$ cat config.mk
export PLATFORM = sky130hd
export DESIGN_NAME = writeback_stage
export DESIGN_NICKNAME = d
export VERILOG_FILES = /design/src/rtl/riscv_cpu_pkg.sv /design/src/rtl/load_align.sv /design/src/rtl/writeback_stage.sv
export SDC_FILE = /design/constraint.sdc
export NUM_CORES = 1
export LEC_CHECK = 0
export CORE_ASPECT_RATIO = 0.6
export CORE_MARGIN = 4
export CORE_UTILIZATION = 46
export CTS_BUF_LIST = sky130_fd_sc_hd__clkbuf_16
export CTS_CLUSTER_DIAMETER = 150
export CTS_CLUSTER_SIZE = 24
export DETAILED_ROUTE_END_ITERATION = 16
export GPL_TIMING_DRIVEN = 0
export PLACE_DENSITY = 0.92
export SLEW_MARGIN = 20
export SYNTH_ARGS = -nofsm -noshare
export SYNTH_HDL_FRONTEND = slang
export SYNTH_SLANG_ARGS = --single-unit
$ cat constraint.sdc
create_clock -name clk_i -period 2.5 [get_ports clk_i]
set_clock_uncertainty 0.05 [all_clocks]
set_input_delay 0.5 -clock clk_i [delete_from_list [all_inputs] [get_ports clk_i]]
set_output_delay 0.5 -clock clk_i [all_outputs]
set_load 0.02 [all_outputs]
$ cat src/rtl/riscv_cpu_pkg.sv
// Shared core types and widths used by the writeback stage.
package riscv_cpu_pkg;

  localparam int unsigned ADDR_WIDTH = 5;
  localparam int unsigned DATA_WIDTH = 32;

  typedef enum logic [2:0] {
    LB  = 3'd0,
    LH  = 3'd1,
    LW  = 3'd2,
    LBU = 3'd4,
    LHU = 3'd5
  } wb_load_e;

  typedef enum logic {
    IDLE      = 1'b0,
    WAIT_LOAD = 1'b1
  } wb_state_e;

endpackage

$ cat src/rtl/load_align.sv
// Selects the addressed byte/halfword of a load response and sign/zero-extends it.
module load_align
  import riscv_cpu_pkg::*;
(
  input  logic [DATA_WIDTH-1:0] rdata_i,
  input  logic [1:0]            offset_i,
  input  wb_load_e              type_i,
  output logic [DATA_WIDTH-1:0] data_o
);

  logic [7:0]  byte_sel;
  logic [15:0] half_sel;

  always_comb begin
    byte_sel = rdata_i[7:0];
    unique case (offset_i)
      2'd0: byte_sel = rdata_i[7:0];
      2'd1: byte_sel = rdata_i[15:8];
      2'd2: byte_sel = rdata_i[23:16];
      2'd3: byte_sel = rdata_i[31:24];
      default: byte_sel = rdata_i[7:0];
    endcase
    // Halfword loads ignore the low offset bit.
    half_sel = offset_i[1] ? rdata_i[31:16] : rdata_i[15:0];
  end

  always_comb begin
    data_o = rdata_i;
    case (type_i)
      LB:      data_o = {{(DATA_WIDTH-8){byte_sel[7]}}, byte_sel};
      LBU:     data_o = {{(DATA_WIDTH-8){1'b0}}, byte_sel};
      LH:      data_o = {{(DATA_WIDTH-16){half_sel[15]}}, half_sel};
      LHU:     data_o = {{(DATA_WIDTH-16){1'b0}}, half_sel};
      default: data_o = rdata_i;
    endcase
  end

endmodule

$ cat src/rtl/writeback_stage.sv
// Final pipeline stage: retires instructions, completes loads and drives the register-file write port.
module writeback_stage
  import riscv_cpu_pkg::*;
#(
  parameter int unsigned CNT_WIDTH = 64
) (
  input  logic                  clk_i,
  input  logic                  rst_ni,
  input  logic                  valid_i,
  output logic                  ready_o,
  input  logic [ADDR_WIDTH-1:0] rd_addr_i,
  input  logic                  rd_we_i,
  input  logic [DATA_WIDTH-1:0] result_i,
  input  logic                  is_load_i,
  input  logic [2:0]            load_type_i,
  input  logic [1:0]            byte_offset_i,
  input  logic                  data_rvalid_i,
  input  logic [DATA_WIDTH-1:0] data_rdata_i,
  output logic [ADDR_WIDTH-1:0] waddr_o,
  output logic [DATA_WIDTH-1:0] wdata_o,
  output logic                  we_o,
  output logic                  retire_o,
  output logic                  pending_o,
  output logic [ADDR_WIDTH-1:0] pending_rd_o,
  output logic [CNT_WIDTH-1:0]  instret_o
);

  wb_state_e             state_q, state_d;
  logic [ADDR_WIDTH-1:0] ld_rd_q, ld_rd_d;
  logic                  ld_we_q, ld_we_d;
  wb_load_e              ld_type_q, ld_type_d;
  logic [1:0]            ld_off_q, ld_off_d;
  logic [ADDR_WIDTH-1:0] waddr_q, waddr_d;
  logic [DATA_WIDTH-1:0] wdata_q, wdata_d;
  logic                  we_q, we_d;
  logic                  retire_q, retire_d;
  logic [CNT_WIDTH-1:0]  instret_q, instret_d;
  logic [DATA_WIDTH-1:0] ext_data;

  load_align u_load_align (
    .rdata_i  (data_rdata_i),
    .offset_i (ld_off_q),
    .type_i   (ld_type_q),
    .data_o   (ext_data)
  );

  always_ff @(posedge clk_i or negedge rst_ni) begin
    if (!rst_ni) begin
      state_q   <= IDLE;
      ld_rd_q   <= '0;
      ld_we_q   <= 1'b0;
      ld_type_q <= LW;
      ld_off_q  <= '0;
      waddr_q   <= '0;
      wdata_q   <= '0;
      we_q      <= 1'b0;
      retire_q  <= 1'b0;
      instret_q <= '0;
    end else begin
      state_q   <= state_d;
      ld_rd_q   <= ld_rd_d;
      ld_we_q   <= ld_we_d;
      ld_type_q <= ld_type_d;
      ld_off_q  <= ld_off_d;
      waddr_q   <= waddr_d;
      wdata_q   <= wdata_d;
      we_q      <= we_d;
      retire_q  <= retire_d;
      instret_q <= instret_d;
    end
  end

  always_comb begin
    state_d   = state_q;
    ld_rd_d   = ld_rd_q;
    ld_we_d   = ld_we_q;
    ld_type_d = ld_type_q;
    ld_off_d  = ld_off_q;
    waddr_d   = waddr_q;
    wdata_d   = wdata_q;
    we_d      = 1'b0;
    retire_d  = 1'b0;
    // Counter trails the retire pulse by one cycle.
    instret_d = instret_q + CNT_WIDTH'(retire_q);

    unique case (state_q)
      IDLE: begin
        if (valid_i) begin
          if (is_load_i) begin
            ld_rd_d   = rd_addr_i;
            ld_we_d   = rd_we_i;
            ld_type_d = wb_load_e'(load_type_i);
            ld_off_d  = byte_offset_i;
            state_d   = WAIT_LOAD;
          end else begin
            retire_d = 1'b1;
            waddr_d  = rd_addr_i;
            wdata_d  = result_i;
            we_d     = rd_we_i && (rd_addr_i != '0);
          end
        end
      end
      WAIT_LOAD: begin
        if (data_rvalid_i) begin
          state_d  = IDLE;
          retire_d = 1'b1;
          waddr_d  = ld_rd_q;
          wdata_d  = ext_data;
          we_d     = ld_we_q && (ld_rd_q != '0);
        end
      end
      default: state_d = IDLE;
    endcase
  end

  assign ready_o      = (state_q == IDLE);
  assign pending_o    = (state_q == WAIT_LOAD);
  assign pending_rd_o = ld_rd_q;
  assign waddr_o      = waddr_q;
  assign wdata_o      = wdata_q;
  assign we_o         = we_q;
  assign retire_o     = retire_q;
  assign instret_o    = instret_q;

endmodule
# After elaboration in Yosys (flattened, before gate mapping)
# Index checks and enable logic that the tools add are counted.
totals:
  wordCells: 52
  inputBits: 80
  output_inout_bits: 110
  reg_bits: 115
op_classes:
  n_addsub: 1
  muxes: 23
  reduce_logical: 8
  n_bitwise: 1
  n_eq_ne: 9
op_table:
  columns: ["op", "n"]
  rows:
  - ["case mux 32 bit (4 select lines)", 1]
  - ["two-way mux 32 bit", 3]
  - ["adder 64 x 1 -> 64 bit", 1]
  - ["case mux 32 bit (2 select lines)", 1]
  - ["case mux 8 bit (4 select lines)", 1]
  - ["two-way mux 16 bit", 1]
  - ["two-way mux 5 bit", 3]
  - ["case mux 5 bit (2 select lines)", 1]
  - ["nonzero test 5 bit", 2]
  - ["two-way mux 1 bit", 9]
  - ["== test 3 bit, second input constant", 2]
  - ["inequality test 2 bit, second input constant", 3]
  - ["case mux 1 bit (2 select lines)", 3]
  - ["AND reduction 3 bit", 2]
  - ["== test 2 bit, second input constant", 2]
  - ["== test 3 x 1 -> 1 bit, second input constant", 1]
  - ["logical NOT 3 bit", 1]
  - ["== test 2 x 1 -> 1 bit, second input constant", 1]
  - ["logical AND 1 bit", 2]
  - ["logical NOT 2 bit", 1]
  - ["inverter 1 bit", 1]

# Depth between registers and ports, before layout
# Gate-level depths: netlist of the first run.
depth:
  ltp_word: 5
  depth_mapped: 8
  ltp_nobuf: 7

# Modules after synthesis
# Synthesis of the first run repeated with hierarchy kept, for this count alone.
hier_totals:
  cells_unflattened: 570
  hier_area_um2: 5799.3
modules_own_cells:
  columns: ["module", "seq_area_each_um2", "cells_per_inst", "instances", "area_each_um2"]
  rows:
  - ["writeback_stage", 2879.0, 459, 1, 5131.2]
  - ["load_align", 0.0, 111, 1, 668.1]

# Worst setup path before layout of the first run
# OpenSTA, ideal clock, no wires.
synth_path:
  path_type: "register -> register"
  from: "reg state_q (netlist: pending_o)"
  to: "reg ld_rd_q[0] (netlist: pending_rd_o[0])"
  path_stages_with_launch: 7
  path_buffers: 3
  setup_slack_ps: 467
  period_less_slack_ps: 2033
  setup_ps: 128
  t_required_ps: 2322
  arrival_ps: 1855
  path_cell_list: "dfrtp_1 > clkbuf_1 > inv_1 > clkbuf_1 > nand3_1 > buf_2 > mux2_1"
synth_via:
  elab_chain_cells: 2
synth_rtl:
  columns: ["element", "line", "text"]
  rows:
  - ["start: declaration", "writeback_stage.sv:28", "wb_state_e state_q, state_d;"]
  - ["start signal: assignment", "writeback_stage.sv:60", "state_q <= state_d;"]
  - ["inverter 1 bit (no line)", null, null]
  - ["net ready_o", "writeback_stage.sv:10", "output logic ready_o,"]
  - ["AND reduction 3 bit (no line)", null, null]
  - ["end signal: assignment", "writeback_stage.sv:61", "ld_rd_q <= ld_rd_d;"]
  - ["end: declaration", "writeback_stage.sv:29", "logic [ADDR_WIDTH-1:0] ld_rd_q, ld_rd_d;"]
# The timed path passes the listed nets, and every way through them passes these cells.
# A chain may end at the register's enable or synchronous reset.

# Worst setup path after layout of the first run
layout_path:
  from: "in data_rdata_i[31]"
  to: "reg wdata_q[14] (netlist: wdata_o[14])"
layout_via:
  elab_chain_cells: 4
layout_rtl:
  columns: ["element", "line", "text"]
  rows:
  - ["start: declaration", "writeback_stage.sv:18", "input logic [DATA_WIDTH-1:0] data_rdata_i,"]
  - ["case mux 8 bit (4 select lines)", "load_align.sv:16", "unique case (offset_i)"]
  - ["case mux 32 bit (4 select lines)", "load_align.sv:29", "case (type_i)"]
  - ["two-way mux 32 bit", "writeback_stage.sv:104", "if (data_rvalid_i) begin"]
  - ["case mux 32 bit (2 select lines)", "writeback_stage.sv:86", "unique case (state_q)"]
  - ["end signal: assignment", "writeback_stage.sv:66", "wdata_q <= wdata_d;"]
  - ["end: declaration", "writeback_stage.sv:34", "logic [DATA_WIDTH-1:0] wdata_q, wdata_d;"]
# No other way between the ends. The select of a mux whose other input is x is not followed.

==> results of run 1 <==
-- synthesized netlist by cell type, types with 4 or more instances --
master,count
inv_1,15
a211oi_1,15
mux2i_1,5
a31oi_1,7
nand2_1,43
nor2_1,45
nand4_2,4
nand4_1,9
and4_1,7
xor2_1,29
o21ai_0,21
a21oi_2,10
nand2b_1,4
nand3_1,28
and3_1,7
nor3_1,28
o221ai_1,7
a21oi_1,30
clkbuf_1,21
nor2b_1,9
xnor2_1,33
mux2_1,9
a21o_1,16
dfrtp_1,114
-- critical path, cell delays in order --
cell and delay (ns):
clkdlybuf4s50_1 0.49, mux4_2 0.51, nand2_1 0.11, o211ai_1 0.27, a211oi_1 0.54, nor3_1 0.12
-- per-stage QoR --
step / worst slack, ns / instance area (sq um) / TNS, ns / total power (W) / hold WS [ns]
6_report: 0.155 / 8380 / 0 / 0.00652 / 0.415
5_1_grt: 0.0441 / 8380 / 0 / 0.00682 / 0.442
4_1_cts: 0.147 / 8380 / 0 / 0.00656 / 0.422
3_5_place_dp: -0.234 / 7780 / -4.98 / 0.00412 / 0.378
3_3_place_gp: -3.44 / 7750 / -395.83 / 0.00406 / 0.410
2_1_floorplan: 0.467 / 5650 / 0 / 0.00321 / 0.154
-- layout by cell type (no fill, tap or decap), types with 21 or more instances in the layout --
cell type and count:
a21oi_1 29, clkdlybuf4s50_1 187, dfrtp_1 114, nand2_1 43, nand3_1 28, nor2_1 45
nor3_1 28, o21ai_0 21, xnor2_1 33, xor2_1 29
-- final timing paths --
| path | start | endpoint | slack (ns) | cells after the start |
|---|---|---|---|---|
| max | data_rdata_i[31] | wdata_o[14] | 0.15 | 6 |
| min | instret_o[63] | instret_o[63] | 0.42 | 1 |
| max reg2reg | pending_o | wdata_o[27] | 0.23 | 8 |
| min reg2reg | instret_o[63] | instret_o[63] | 0.42 | 1 |
| max in group asynchronous | rst_ni | ld_type_q[1] | 1.17 | 3 |
| min in group asynchronous | rst_ni | instret_o[31] | 0.52 | 2 |
-- area by class of cell --
class                           count  share of cell area
Sequential cell                   115               0.344
Clock inverter                     15              0.0196
Timing Repair Buffer              191               0.230
Buffer                             25              0.0134
Tap cell                          165              0.0246
Multi-Input combinational cell    396               0.309
Inverter                           18             0.00836
Clock buffer                       17              0.0508
-- sequential cells by signal (all words and copies together) (netlist names), 2 cells and up --
register / flops
instret_o: 64
wdata_o: 32
pending_rd_o: 5
waddr_o: 5
ld_type_q: 3
ld_off_q: 2
-- logic make-up (layout without fill, tap and decap cells) --
| kind of cell | count (synthesis) | in the layout | share of synthesized area |
|---|---|---|---|
| xor gates and xnor gates | 62 | 62 | 0.0961 |
| DFF | 115 | 115 | 0.510 |
| AOI/OAI and AO/OA | 116 | 116 | 0.135 |
| and+or+nand+nor | 199 | 199 | 0.188 |
| buffers and inverters | 43 | 266 | 0.0321 |
| adders and majority gates | 2 | 2 | 0.00443 |
| muxes | 17 | 17 | 0.0348 |
-- per-layer routing --
| metal | routed length [um] | up-vias |
|---|---|---|
| met4 | 402 | 0 |
| li1 | - | 2388 |
| met5 | 0 | - |
| met2 | 8140 | 265 |
| met3 | 1470 | 29 |
| met1 | 7970 | 2577 |
-- what timing repair did --
action,in CTS,in global routing
gates resized for setup,2,1
hold endpoints to repair,39,0
buffers inserted,0,0
setup endpoints to repair,1,4
gates cloned,0,0
hold buffers,1,0
-- power breakdown --
group	switching, W	internal (W)	leakage (nW)
Combinational	0.000963	0.000805	1.86
Clock	0.000859	0.00156	0.278
Sequential	0.000208	0.00213	1.49
Total	0.00203	0.00449	3.63
==> reports/results.tsv, run 1 <==
metric	value	unit
RSZ-0062 raised after global routing	no	
Synth top area share	0.505	
post-synth design cell area	5650	sq um
PortBufs	189	
FMAX	426	MHz
Area contributors post-synth	dfrtp_1, xnor2_1, xor2_1, nor2_1, nand2_1	
Die Ht	93.9	um
synth-to-layout area growth	48.3	%
# placed instances	909	
routed length per instance	19.1	um
CP Class	in2reg	
CTS tree	yes	
Final setup viols	0	
Iteration-0 DRC Markers	337	
met2 usage	0.396	
Max VDD drop	0.000435	V
share of layout cells above drive strength 1	0.0849	
Top Usage Layer GRT	met2	
fin cells	942	
Cell variety after synth	48	
period utilization	0.938	
Post-DP HPWL	13900	um
first-pass GRT wire length	28500	um
final slew viol count	0	
Die Area	14200	sq um
Util after Layout	0.697	
vias in the first global route	5292	
starting density of the core	0.470	
Critical Path End Type	register	
router iterations before antenna repair	5	
I/O pin count	190	
final WL	18000	um
Post-synth EDFFs	0	
post-synthesis instance total	554	
clk_lat worst skew	0.40	ns
cell taking the most area after synthesis	dfrtp_1	
register area share after synthesis	0.510	
CTS Sinks	115	
GR Util All Layers	0.260	
initial antenna violation count	0	
Crit path arrival time	2.55	ns
area of the multi-input gates	2590	sq um
worst slew pin tran	0.707	ns
Rel. slew slack	0.526	
drc violations	0	
status	finished, final reports clean	
final antenna-violating net count	0	
max cap viols	0	
Synth Warn #	0	
CTS Root Cell	clkbuf_16	
GP Congestion	1.00	
largest net degree at the start of global routing	77	
final hold violations	0	
LEAKAGE	3.63	nW
Worst Path Max Fanout	8	
worst hold path class	reg2reg	
Core ar.	12000	sq um
syn_nets	636	
H-tree Lvls	4	
ys flop type	dfrtp_1	
met3 global-route usage	0.0583	
grt met1 use	0.369	
crit path launch type	input port	
via count	5259	
Synth Area per Inst	10.2	sq um
Num CTS Buffers	17	
Max Buffers Root-to-Sink	2	
post-synthesis async set-or-reset flop share	1.00	
total gr overflow	0	
Die W	151	um
pwr/cell area	778	nW/um^2
Storage cell area	2880	sq um
antenna diode count	0	
routed vias/inst	5.58	
Nets	846	
FP Rows	31	
Period minus WS final	2.35	ns
post-synthesis register bit count	115	
critical path required time	2.70	ns
fill count	875	
Worst-path clk slew	0.05	ns
No activity file was read; power rests on OpenSTA's default activity.
==> inputs of run 2 (changes only) <==
- CORE_UTILIZATION: 46 -> 60
- DONT_BUFFER_PORTS: default -> 1
- PLACE_DENSITY: 0.92 -> 0.87
- SLEW_MARGIN: 20 -> default
==> run 2 against run 1 <==
Effect of this change: the flow now finishes with violations (hold timing); global-route usage increased by 2.5 points; maximum frequency decreased by 1.5%; register-to-register slack got worse by 0.11 ns; critical endpoint is now instret_o[45].
==> reports/results.tsv, run 2 (same netlist as run 1, synthesis figures left out) <==
metric	value	unit	change
Rel. slew slack	0.454		was 0.526
commonest non-fill, non-tap cell in the layout	dfrtp_1		was clkdlybuf4s50_1
Worst Path Max Fanout	5		was 8
Die Area	11100	sq um	was 14,200 sq um
H-tree Lvls	4		unchanged
Register-to-Register Path Depth	6		was 8
final antenna-violating net count	0		unchanged
GR Util All Layers	0.286		was 0.260
worst reg-to-reg setup slack	0.12	ns	was 0.23 ns
status	finished with violations		was finished, final reports clean
Num CTS Buffers	17		unchanged
antenna diode count	0		unchanged
Storage cell area	2880	sq um	unchanged
Post-DP HPWL	11800	um	was 13,900 um
PortBufs	0		was 189
first-pass GRT wire length	24700	um	was 28,500 um
total gr overflow	0		unchanged
max reg flops	64		unchanged
Die Ht	83.2	um	was 93.9 um
share of layout cells above drive strength 1	0.111		was 0.0849
Period minus WS final	2.38	ns	was 2.35 ns
drc violations	0		unchanged
worst hold path class	in2async		was reg2reg
max cap viols	0		unchanged
Critical Path End Type	register		unchanged
Worst-path clk slew	0.05	ns	about the same
initial antenna violation count	0		unchanged
RSZ-0062 raised after global routing	yes		was no
Final setup viols	0		unchanged
final WL	15800	um	was 18,000 um
final setup margin	0.118	ns	was 0.155 ns
clk_lat worst skew	0.40	ns	about the same
via count	4656		was 5,259
R2R Path End	instret_o[45]		was wdata_o[27]
most frequent cells in the layout	dfrtp_1, nor2_1, nand2_1		was clkdlybuf4s50_1, dfrtp_1, nor2_1
Max Buffers Root-to-Sink	2		unchanged
Core ar.	9190	sq um	was 12,000 sq um
area of the multi-input gates	2620	sq um	was 2590 sq um
Iteration-0 DRC Markers	534		was 337
routed vias/inst	6.51		was 5.58
CTS tree	yes		unchanged
pwr/cell area	897	nW/um^2	was 778 nW/um^2
routed length per instance	22.1	um	was 19.1 um
LEAKAGE	2.91	nW	was 3.63 nW
crit path launch type	register		was input port
Post-CTS Setup Inserts	0		unchanged
starting density of the core	0.615		was 0.470
FMAX	420	MHz	was 426 MHz
Place WS	0.0386	ns	was -0.234 ns
largest net degree at the start of global routing	116		was 77
period utilization	0.953		was 0.938
GP Congestion	0.994		was 1.00
FP Rows	27		was 31
CP Class	reg2reg		was in2reg
hold_ws	-0.258	ns	was 0.415 ns
Nets	655		was 846
failing checks	hold timing		
worst slew pin tran	0.816	ns	was 0.707 ns
CTS Root Cell	clkbuf_16		unchanged
synth-to-layout area growth	13.1	%	was 48.3%
total power draw	0.00573	W	was 0.00652 W
RR Startpoint	retire_o		was pending_o
vias in the first global route	4481		was 5,292
Crit path arrival time	2.65	ns	was 2.55 ns
final setup TNS	0	ns	unchanged
fill count	674		was 875
critical path required time	2.76	ns	was 2.70 ns
CTS Sinks	115		unchanged
router iterations before antenna repair	6		was 5
I/O pin count	190		unchanged
Die W	133	um	was 151 um
final slew viol count	0		unchanged
Max VDD drop	0.000552	V	was 0.000435 V
final hold violations	115		was 0
[run 2: cell count changes in the layout (fill, tap and decap cells not counted), moves of 2 or more]
cell             before  now
nand4_4               0    2
inv_1                15   17
clkinv_1              4    2
inv_6                 2    0
nand4_2               4    2
clkinv_2              3    6
clkdlybuf4s50_1     187    0
[run 2: metal layers]
layer	track usage	vias to the layer above	part of all wire
met5	0	-	0
met4	0.0803	0	0.022
met3	0.122	50	0.13
met2	0.409	343	0.43
met1	0.400	2257	0.41
li1	-	2006	-
[run 2: timing repair]
action                     CTS  global route
setup endpoints to repair    1            21
pin swaps                    0             1
hold endpoints to repair   115           115
gates resized for setup      1             7
[run 2: how the worst max path moves through the flow]
stage | cells after the start | slack, ns | endpoint | startpoint
3_5_place_dp | 6 | 0.04 | pending_rd_o[4] | pending_o
2_1_floorplan | 6 | 0.47 | pending_rd_o[0] | pending_o
5_1_grt | 6 | -0.02 | instret_o[41] | retire_o
6_report | 6 | 0.12 | instret_o[45] | retire_o
3_3_place_gp | 8 | 0.09 | wdata_o[27] | pending_o
4_1_cts | 6 | 0.003 | pending_rd_o[4] | pending_o
[run 2: where the power goes]
group          internal, W  switching, W
combinational     0.000298      0.000481
clock              0.00143      0.000822
sequential         0.00212      0.000571
[run 2: critical path, stage by stage (launching register included)]
cell and delay, ns:
dfrtp_1 0.49, ha_1 0.25, nand3_1 0.25, nor4_4 0.47, nand4_1 0.31, nor3_1 0.28
xor2_1 0.19
[run 2: cell type report]
type                    count  share of cell area
plain buffers              25              0.0178
clock buffers              17              0.0666
clock inverters            14              0.0194
inverters                  18              0.0110
multi-input cells         396               0.409
flip-flops and latches    115               0.450
well taps                 130              0.0255
[run 2: through the flow]
stage	utilization	cell area [sq um]	std cells	hold slack, ns
4_1_cts	0.693	6370	715	-0.269
3_5_place_dp	0.633	5810	684	0.157
5_1_grt	0.696	6390	715	-0.281
3_3_place_gp	0.633	5810	684	0.157
2_1_floorplan	-	5650	554	0.154
6_report	0.696	6390	715	-0.258
